`src/rtl/hamming_enc_arbiter.sv`:
```
// Round-robin arbiter feeding one shared Hamming(15,11) encoder; the encoded word
// is held on a valid/ready port, tagged with the requester index.
module hamming_enc_arbiter #(
    parameter int NUM_REQ = 4,
    parameter int ID_W    = 2
) (
    input  logic                 clk,
    input  logic                 rst,
    input  logic [NUM_REQ-1:0]   req_valid,
    input  logic [11*NUM_REQ-1:0] req_data,
    output logic [NUM_REQ-1:0]   req_ready,
    output logic                 cw_valid,
    output logic [14:0]          cw_data,
    output logic [ID_W-1:0]      cw_id,
    input  logic                 cw_ready,
    input  logic [3:0]           err_inj_pos,
    output logic                 busy,
    output logic [15:0]          words_sent
);

    // Output port handshake: a codeword transfers on a cycle where cw_valid and
    // cw_ready are both high; cw_valid, cw_data and cw_id stay stable until then.
    typedef enum logic [1:0] {IDLE, ENC, OUT} state_t;

    state_t          state_q, state_d;
    logic [ID_W-1:0] last_q, last_d;
    logic [ID_W-1:0] id_q, id_d;
    logic [10:0]     data_q, data_d;
    logic            cw_valid_q, cw_valid_d;
    logic [14:0]     cw_data_q, cw_data_d;
    logic [ID_W-1:0] cw_id_q, cw_id_d;
    logic [15:0]     words_q, words_d;

    logic            grant_found;
    logic [ID_W-1:0] winner;
    int              idx;
    logic [14:0]     inj_mask;

    function automatic logic [14:0] encode(input logic [10:0] d);
        logic [14:0] cw;
        cw       = '0;
        cw[14:8] = d[10:4];
        cw[6:4]  = d[3:1];
        cw[2]    = d[0];
        cw[0]    = d[0] ^ d[1] ^ d[3] ^ d[4] ^ d[6] ^ d[8] ^ d[10];
        cw[1]    = d[0] ^ d[2] ^ d[3] ^ d[5] ^ d[6] ^ d[9] ^ d[10];
        cw[3]    = d[1] ^ d[2] ^ d[3] ^ d[7] ^ d[8] ^ d[9] ^ d[10];
        cw[7]    = ^d[10:4];
        return cw;
    endfunction

    // Scan starts one past the last winner so a held request waits its turn.
    always_comb begin
        grant_found = 1'b0;
        winner      = '0;
        idx         = 0;
        for (int k = 1; k <= NUM_REQ; k++) begin
            idx = int'(last_q) + k;
            if (idx >= NUM_REQ) idx = idx - NUM_REQ;
            if (!grant_found && req_valid[idx]) begin
                grant_found = 1'b1;
                winner      = idx[ID_W-1:0];
            end
        end
    end

    always_comb begin
        req_ready = '0;
        if (state_q == IDLE && grant_found) req_ready[winner] = 1'b1;
    end

    assign inj_mask = (err_inj_pos == 4'd0) ? 15'd0 : (15'd1 << (err_inj_pos - 4'd1));

    always_comb begin
        state_d    = state_q;
        last_d     = last_q;
        id_d       = id_q;
        data_d     = data_q;
        cw_valid_d = cw_valid_q;
        cw_data_d  = cw_data_q;
        cw_id_d    = cw_id_q;
        words_d    = words_q;
        case (state_q)
            IDLE: begin
                if (grant_found) begin
                    data_d  = req_data[11*int'(winner) +: 11];
                    id_d    = winner;
                    last_d  = winner;
                    state_d = ENC;
                end
            end
            ENC: begin
                cw_data_d  = encode(data_q) ^ inj_mask;
                cw_id_d    = id_q;
                cw_valid_d = 1'b1;
                state_d    = OUT;
            end
            OUT: begin
                if (cw_ready) begin
                    cw_valid_d = 1'b0;
                    words_d    = words_q + 16'd1;
                    state_d    = IDLE;
                end
            end
            default: state_d = IDLE;
        endcase
    end

    always_ff @(posedge clk) begin
        if (rst) begin
            state_q    <= IDLE;
            last_q     <= ID_W'(NUM_REQ - 1);
            id_q       <= '0;
            data_q     <= '0;
            cw_valid_q <= 1'b0;
            cw_data_q  <= '0;
            cw_id_q    <= '0;
            words_q    <= '0;
        end else begin
            state_q    <= state_d;
            last_q     <= last_d;
            id_q       <= id_d;
            data_q     <= data_d;
            cw_valid_q <= cw_valid_d;
            cw_data_q  <= cw_data_d;
            cw_id_q    <= cw_id_d;
            words_q    <= words_d;
        end
    end

    assign cw_valid   = cw_valid_q;
    assign cw_data    = cw_data_q;
    assign cw_id      = cw_id_q;
    assign busy       = (state_q != IDLE);
    assign words_sent = words_q;

endmodule

```
`config.mk`:
```
export PLATFORM = sky130hd
export DESIGN_NAME = hamming_enc_arbiter
export DESIGN_NICKNAME = d
export VERILOG_FILES = /design/src/rtl/hamming_enc_arbiter.sv
export SDC_FILE = /design/constraint.sdc
export NUM_CORES = 1
export LEC_CHECK = 0
export BUFFER_PORTS_ARGS = -buffer_cell sky130_fd_sc_hd__buf_4
export CORE_MARGIN = 5
export CORE_UTILIZATION = 45
export DETAILED_ROUTE_END_ITERATION = 10
export PLACE_DENSITY = 0.76
export SLEW_MARGIN = 20
export SYNTH_ARGS = -nofsm -noshare
export SYNTH_HDL_FRONTEND = slang
export SYNTH_SLANG_ARGS = --single-unit
```
`constraint.sdc`:
```
create_clock -name clk -period 1.3 [get_ports clk]
set_input_delay 0.065 -clock clk [delete_from_list [all_inputs] [get_ports clk]]
set_output_delay 0.065 -clock clk [all_outputs]
set_load 0.005 [all_outputs]
```
Word-level counts from Yosys, hierarchy flattened
Index checks and enable logic that the tools add are counted.
- $add $sub $neg: 10
- multipliers: 1
- div/mod/pow operators: 0
- $lt $le $gt $ge: 10
- equal/unequal tests: 4
- shift-type cells: 2
- multiplexer cells: 33
- bitwise operators: 19
- reduce and logical (&&, ||, !) cells: 17
- operator list (kind ; count):
    $lt 32x4->1 const B ; 4
    $mux 32 ; 4
    $shiftx 44x7->11 ; 1
    $xor 1x1->1 ; 18
    $add 16x1->16 const B ; 1
    $mux 15 ; 1
    $shl 1x4->15 const A ; 1
    $xor 15x15->15 ; 1
    $mux 1 ; 14
    $mux 2 ; 6
    $sub 3x3->4 const B ; 3
    $ge 3x3->1 const B ; 3
    $bmux 1 s2 ; 4
    $reduce_and 2->1 ; 4
    $reduce_xor 7->1 ; 1
    $add 2x2->3 const B ; 2
    $mul 4x2->6 const A ; 1
    $pmux 2 s3 ; 1
    $logic_and 1x1->1 ; 5
    $sub 4x3->5 const B ; 1
    $add 2x3->4 const B ; 1
    $ge 4x3->1 const B ; 1
    $logic_not 4->1 ; 1
    $mux 4 ; 1
    other kinds (12) ; 16
- register bits after elaboration: 51
- bits in latches: 0
- RAM bits: 0
- bits in read-only memories: 0
- bits of input ports: 55
- output and inout bits: 39
- memories kept: 0

Depth between registers and ports, before layout
- word-level depth: 21
- depth in mapped cells: 8

Worst setup path after synthesis
No wires, ideal clock.
- kind: register -> register
- start point: register last_q[1]
- end point: register data_q[5]
- library setup time: 0.130 ns
- arrival: 1.346 ns
- path slack: -0.176 ns
- stages on the path, launching flop included: 9
- path buffers: 3
- cell sequence: dfxtp_1 -> buf_6 -> nand2_1 -> o22a_1 -> o211a_1 -> buf_6 -> buf_6 -> nor2_1 -> a211oi_1
- word-level cells in the longest chain between the ends: 18
- RTL lines (what ; RTL line ; text):
    start, declared ; 26 ; logic [ID_W-1:0] last_q, last_d;
    start signal, assigned ; 112 ; last_q <= ID_W'(NUM_REQ - 1);
    start signal, assigned ; 121 ; last_q <= last_d;
    $add 2x1->3 ; 58 ; idx = int'(last_q) + k;
    $sub 3x3->4 / $ge 3x3->1 (equally long branches) ; 59 ; if (idx >= NUM_REQ) idx = idx - NUM_REQ;
    $mux 32 ; 59 ;
    $bmux 1 s2 ; 60 ; if (!grant_found && req_valid[idx]) begin
    $mux 1 (implied by the code) (2 in series) ; 60 ;
    $mux 1 ; 60 ;
    $logic_not 1->1 ; 60 ;
    $logic_and 1x1->1 ; 60 ;
    $mux 1 ; 60 ;
    $logic_not 1->1 ; 60 ;
    $logic_and 1x1->1 ; 60 ;
    $mux 1 ; 60 ;
    $logic_not 1->1 ; 60 ;
    $logic_and 1x1->1 ; 60 ;
    $mux 2 ; 60 ;
    $mul 4x2->6 ; 86 ; data_d = req_data[11*int'(winner) +: 11];
    $shiftx 44x7->11 ; 86 ;
    end signal, assigned ; 123 ; data_q <= data_d;
    end, declared ; 28 ; logic [10:0] data_q, data_d;
Parallel ways exist; a longest one is shown, timed or not. The select of a mux whose other input is x is not followed.
A chain may end at the register's enable or synchronous reset.

Final worst setup path
- start point: register last_q[1]
- end point: output req_ready[0]
- word-level cells in the longest chain between the ends: 21
- RTL lines (what ; RTL line ; text):
    $add 2x1->3 ; 58 ;
    $sub 3x3->4 / $ge 3x3->1 (equally long branches) ; 59 ;
    $mux 32 ; 59 ;
    $bmux 1 s2 ; 60 ;
    $mux 1 (implied by the code) (2 in series) ; 60 ;
    $mux 1 ; 60 ;
    $logic_not 1->1 ; 60 ;
    $logic_and 1x1->1 ; 60 ;
    (+4 left out) ; -- ;
    $logic_not 1->1 ; 60 ;
    $logic_and 1x1->1 ; 60 ;
    $mux 2 ; 60 ;
    $lt 2x3->1 (implied by the code) / $ge 2x1->1 (equally long branches) ; 69 ; if (state_q == IDLE && grant_found) req_ready[winner] = 1'b1;
    $logic_and 1x1->1 (implied by the code) ; 69 ;
    $mux 1 (implied by the code) ; 69 ;
    $demux 1 s2 ; 69 ;
    $mux 4 * ; 69 ;
    end, declared ; 11 ; output logic [NUM_REQ-1:0] req_ready,
Mark *: on every way between the ends. The rest lies on a longest branch, timed or not. The select of a mux whose other input is x is not followed.

==> flow_metrics.tcl <==
set metrics [dict create \
    cts_buffer_depth 2 \
    place_congestion 0.920 \
    coreArea_mm2 0.00596 \
    grt_pass1_vias 2917 \
    seqCellArea_mm2 0.00106 \
    htreeDepth 2 \
    antenna_found_initial 0 \
    worst_pin_slew_ps 363 \
    nets 515 \
    p_per_area_mw_per_mm2 1150 \
    cp_data_arrival_time_ps 1620 \
    drt_iter0_markers 148 \
    path_buf_inv 1 \
    min_period_ps 1680 \
    finalHoldViolations 0 \
    drt-vias-per-instance 5.74 \
    num_rows 28 \
    rsz0062_at_grt "true" \
    multi_input_area_mm2 0.00211 \
    cp_max_fo 6 \
    start_kind "register" \
    die_x_um 88.3 \
    syn_area_per_cell_um2 8.75 \
    dieArea_mm2 0.00779 \
    drc_errors 0 \
    antenna_left 0 \
    area_growth_pct 69.4 \
    fill_cells 363 \
    synth_edf_count 0 \
    async_reset_ff_share_pct 0 \
    yosysSeqAreaShare_pct 37.0 \
    n_antenna_cell 0 \
    p_leak_nw 1.98 \
    irDropWorstVdd_uv 768 \
    max_slew_margin_pct 75.8 \
    grt_overflow 0 \
    cts_root_buf "clkbuf_8" \
    max_freq_ghz 0.594 \
    grt_first_pass_wirelength_um 13900 \
    slowest_stage "dfxtp_4" \
    synth_top_area_share_pct 37.0 \
    synthCells 315 \
    hold_ws_ps 35.5 \
    synth.area.top_cells "dfxtp_1, xnor2_1, mux2i_1, nor2_1, a211oi_1" \
    netlist_top_cells_count "dfxtp_1, nor2_1, xnor2_1" \
    first_pass_iters 4 \
    io_pins 94 \
    synth_area_leader_cell "dfxtp_1" \
    clk_latency_ps 320 \
    outcome "finished, violations left" \
    period_share_pct 129 \
    setup_viol 28 \
    initial_core_util_pct 46.3 \
    netlist_area_mm2 0.00276 \
    cts_tree "yes" \
    cts_buffers 5 \
    yosysMostFrequentCell "dfxtp_1" \
    setup_slack_ps -383 \
    fin_skew_ps 9.93 \
    worstHoldPathType "input port to register" \
    wire_per_inst_um 19.0 \
    failed_checks "negative setup slack" \
    slew_violations 0 \
    clk_pin_slew_ps 100 \
    ys_types 40 \
    max_stage_delay_ps 400 \
    ys_warn_count 0 \
    portBuffers 93 \
    p_total_mw 5.39 \
    chipHeight_um 88.3 \
    vias 3070 \
    cts.sinks 51 \
    cap_violations 0 \
    worstSetupPathType "register to output port" \
    grt_max_degree 32 \
    syn_nets 371 \
    synth-seq-cells 51 \
    critPathTopFamily "flip-flops" \
    wl_um 10200 \
    worstPathRequired_ps 1240 \
    track_usage_pct 22.4 \
    dpl.hpwl_um 5770 \
    synth_ff_type "dfxtp_1" \
    drive_gt1_share_pct 53.5 \
    path_cells "mux2i_4, o22ai_4, a21o_4, nor3_2, buf_4" \
    cp-end-kind "output port" \
]
## layer usage
metal / wire, µm / GRT usage (%) / vias up
li1: - / - / 1423
met1: 3880 / 26.9 / 1496
met2: 5330 / 41.3 / 117
met3: 549 / 2.23 / 34
met4: 395 / 7.83 / 0
met5: 0 / 0 / -
## state kept, by name (all words and copies together) (netlist names)
signal	cells
data_q	11
cw_data	15
last_q	2
id_q	2
cw_id	2
cw_valid	1
state_q	2
words_sent	16
## final timing paths
check / cells after the start / startpoint / slack (ps) / to
max: 5 / last_q[1]$_SDFFE_PP1P_ / -380 / req_ready[0]
min: 3 / cw_ready / 40 / state_q[1]$_SDFFE_PP0P_
max reg2reg: 7 / last_q[1]$_SDFFE_PP1P_ / -360 / data_q[7]$_SDFFE_PP0P_
min reg2reg: 2 / cw_id[1]$_SDFFE_PP0P_ / 480 / cw_id[1]$_SDFFE_PP0P_
## tightest hold or removal path: stages
cell	delay, ps
buf_4	90
or3b_2	100
a21oi_1	60
## layout by cell type, fill, tap and decap left out, types with 2 or more instances in the layout
master     synthesis  layout
dfxtp_4            0       6
or3_1             12      11
o221ai_2           0       7
clkbuf_16          0       2
buf_12             0       3
nand2_1           19      16
buf_4              0     129
a211oi_2           0       8
a211oi_1          17       8
inv_1             10      10
clkbuf_8           0       5
a211o_1            2       2
a21oi_2            0       2
mux2i_4            0       5
nor2_1            40      37
dfxtp_2            0      10
nand3b_1           6       6
nor2_2             0       2
mux2i_1           20       6
o21bai_1           5       5
nand4_1            2       2
a21oi_1            9       7
nor2b_1            3       2
nor3_1            15       8
mux2i_2            0       9
xnor2_2            0       6
nor3_4             0       6
xor2_1            10       8
dfxtp_1           51      35
xnor2_1           27      20
buf_6              3      16
a311oi_1           9       6
nand3_1            4       3
a311oi_2           0       3
o21ai_0           11      10
nand2b_1           6       6
## area by class of cell
| cell class | count | area share [%] |
|---|---|---|
| clock inverters | 3 | 1.02 |
| well taps | 75 | 2.01 |
| clock buffers | 5 | 1.47 |
| flip-flops and latches | 51 | 22.6 |
| inverters | 10 | 0.804 |
| multi-input cells | 241 | 45.1 |
| repair buffers | 150 | 27.0 |
## stage by stage
step	setup WS, ps	cells	setup TNS (ps)	utilization [%]	cell area [µm²]
after global routing	-435	535	-8210	78.4	4670
after floorplan	-139	315	-1820	-	2800
after detailed placement	-313	508	-5180	64.2	3820
after CTS	-335	531	-4740	72.4	4310
after global placement	-192	508	-3060	64.2	3820
final	-383	535	-6040	78.4	4670
## cells by family (layout without fill, tap and decap cells)
group                    after synthesis  in the layout  synth area share (%)
adder cells (fa/ha/maj)                1              1                 0.454
flip-flops                            51             51                  37.0
AO/OA/AOI/OAI                         67             67                  18.0
multiplexers                          20             20                  7.26
buffers and inverters                 23            168                  3.99
AND/OR/NAND/NOR                      116            116                  21.5
XOR/XNOR                              37             37                  11.8
## power breakdown
group	leakage (nW)	total [mW]	switching, mW	internal (mW)
Sequential	0.425	1.95	0.208	1.74
Combinational	1.50	2.27	1.02	1.25
Clock	0.0587	1.17	0.585	0.584
Total	1.98	5.39	1.82	3.57
## timing repair
action / CTS / global route
pin swaps: 29 / 40
gates cloned: 0 / 3
gates resized for setup: 60 / 53
buffers inserted: 17 / 3
endpoints found under the setup margin: 36 / 45
hold buffers: 0 / 0
(Power assumes the default switching activity.)
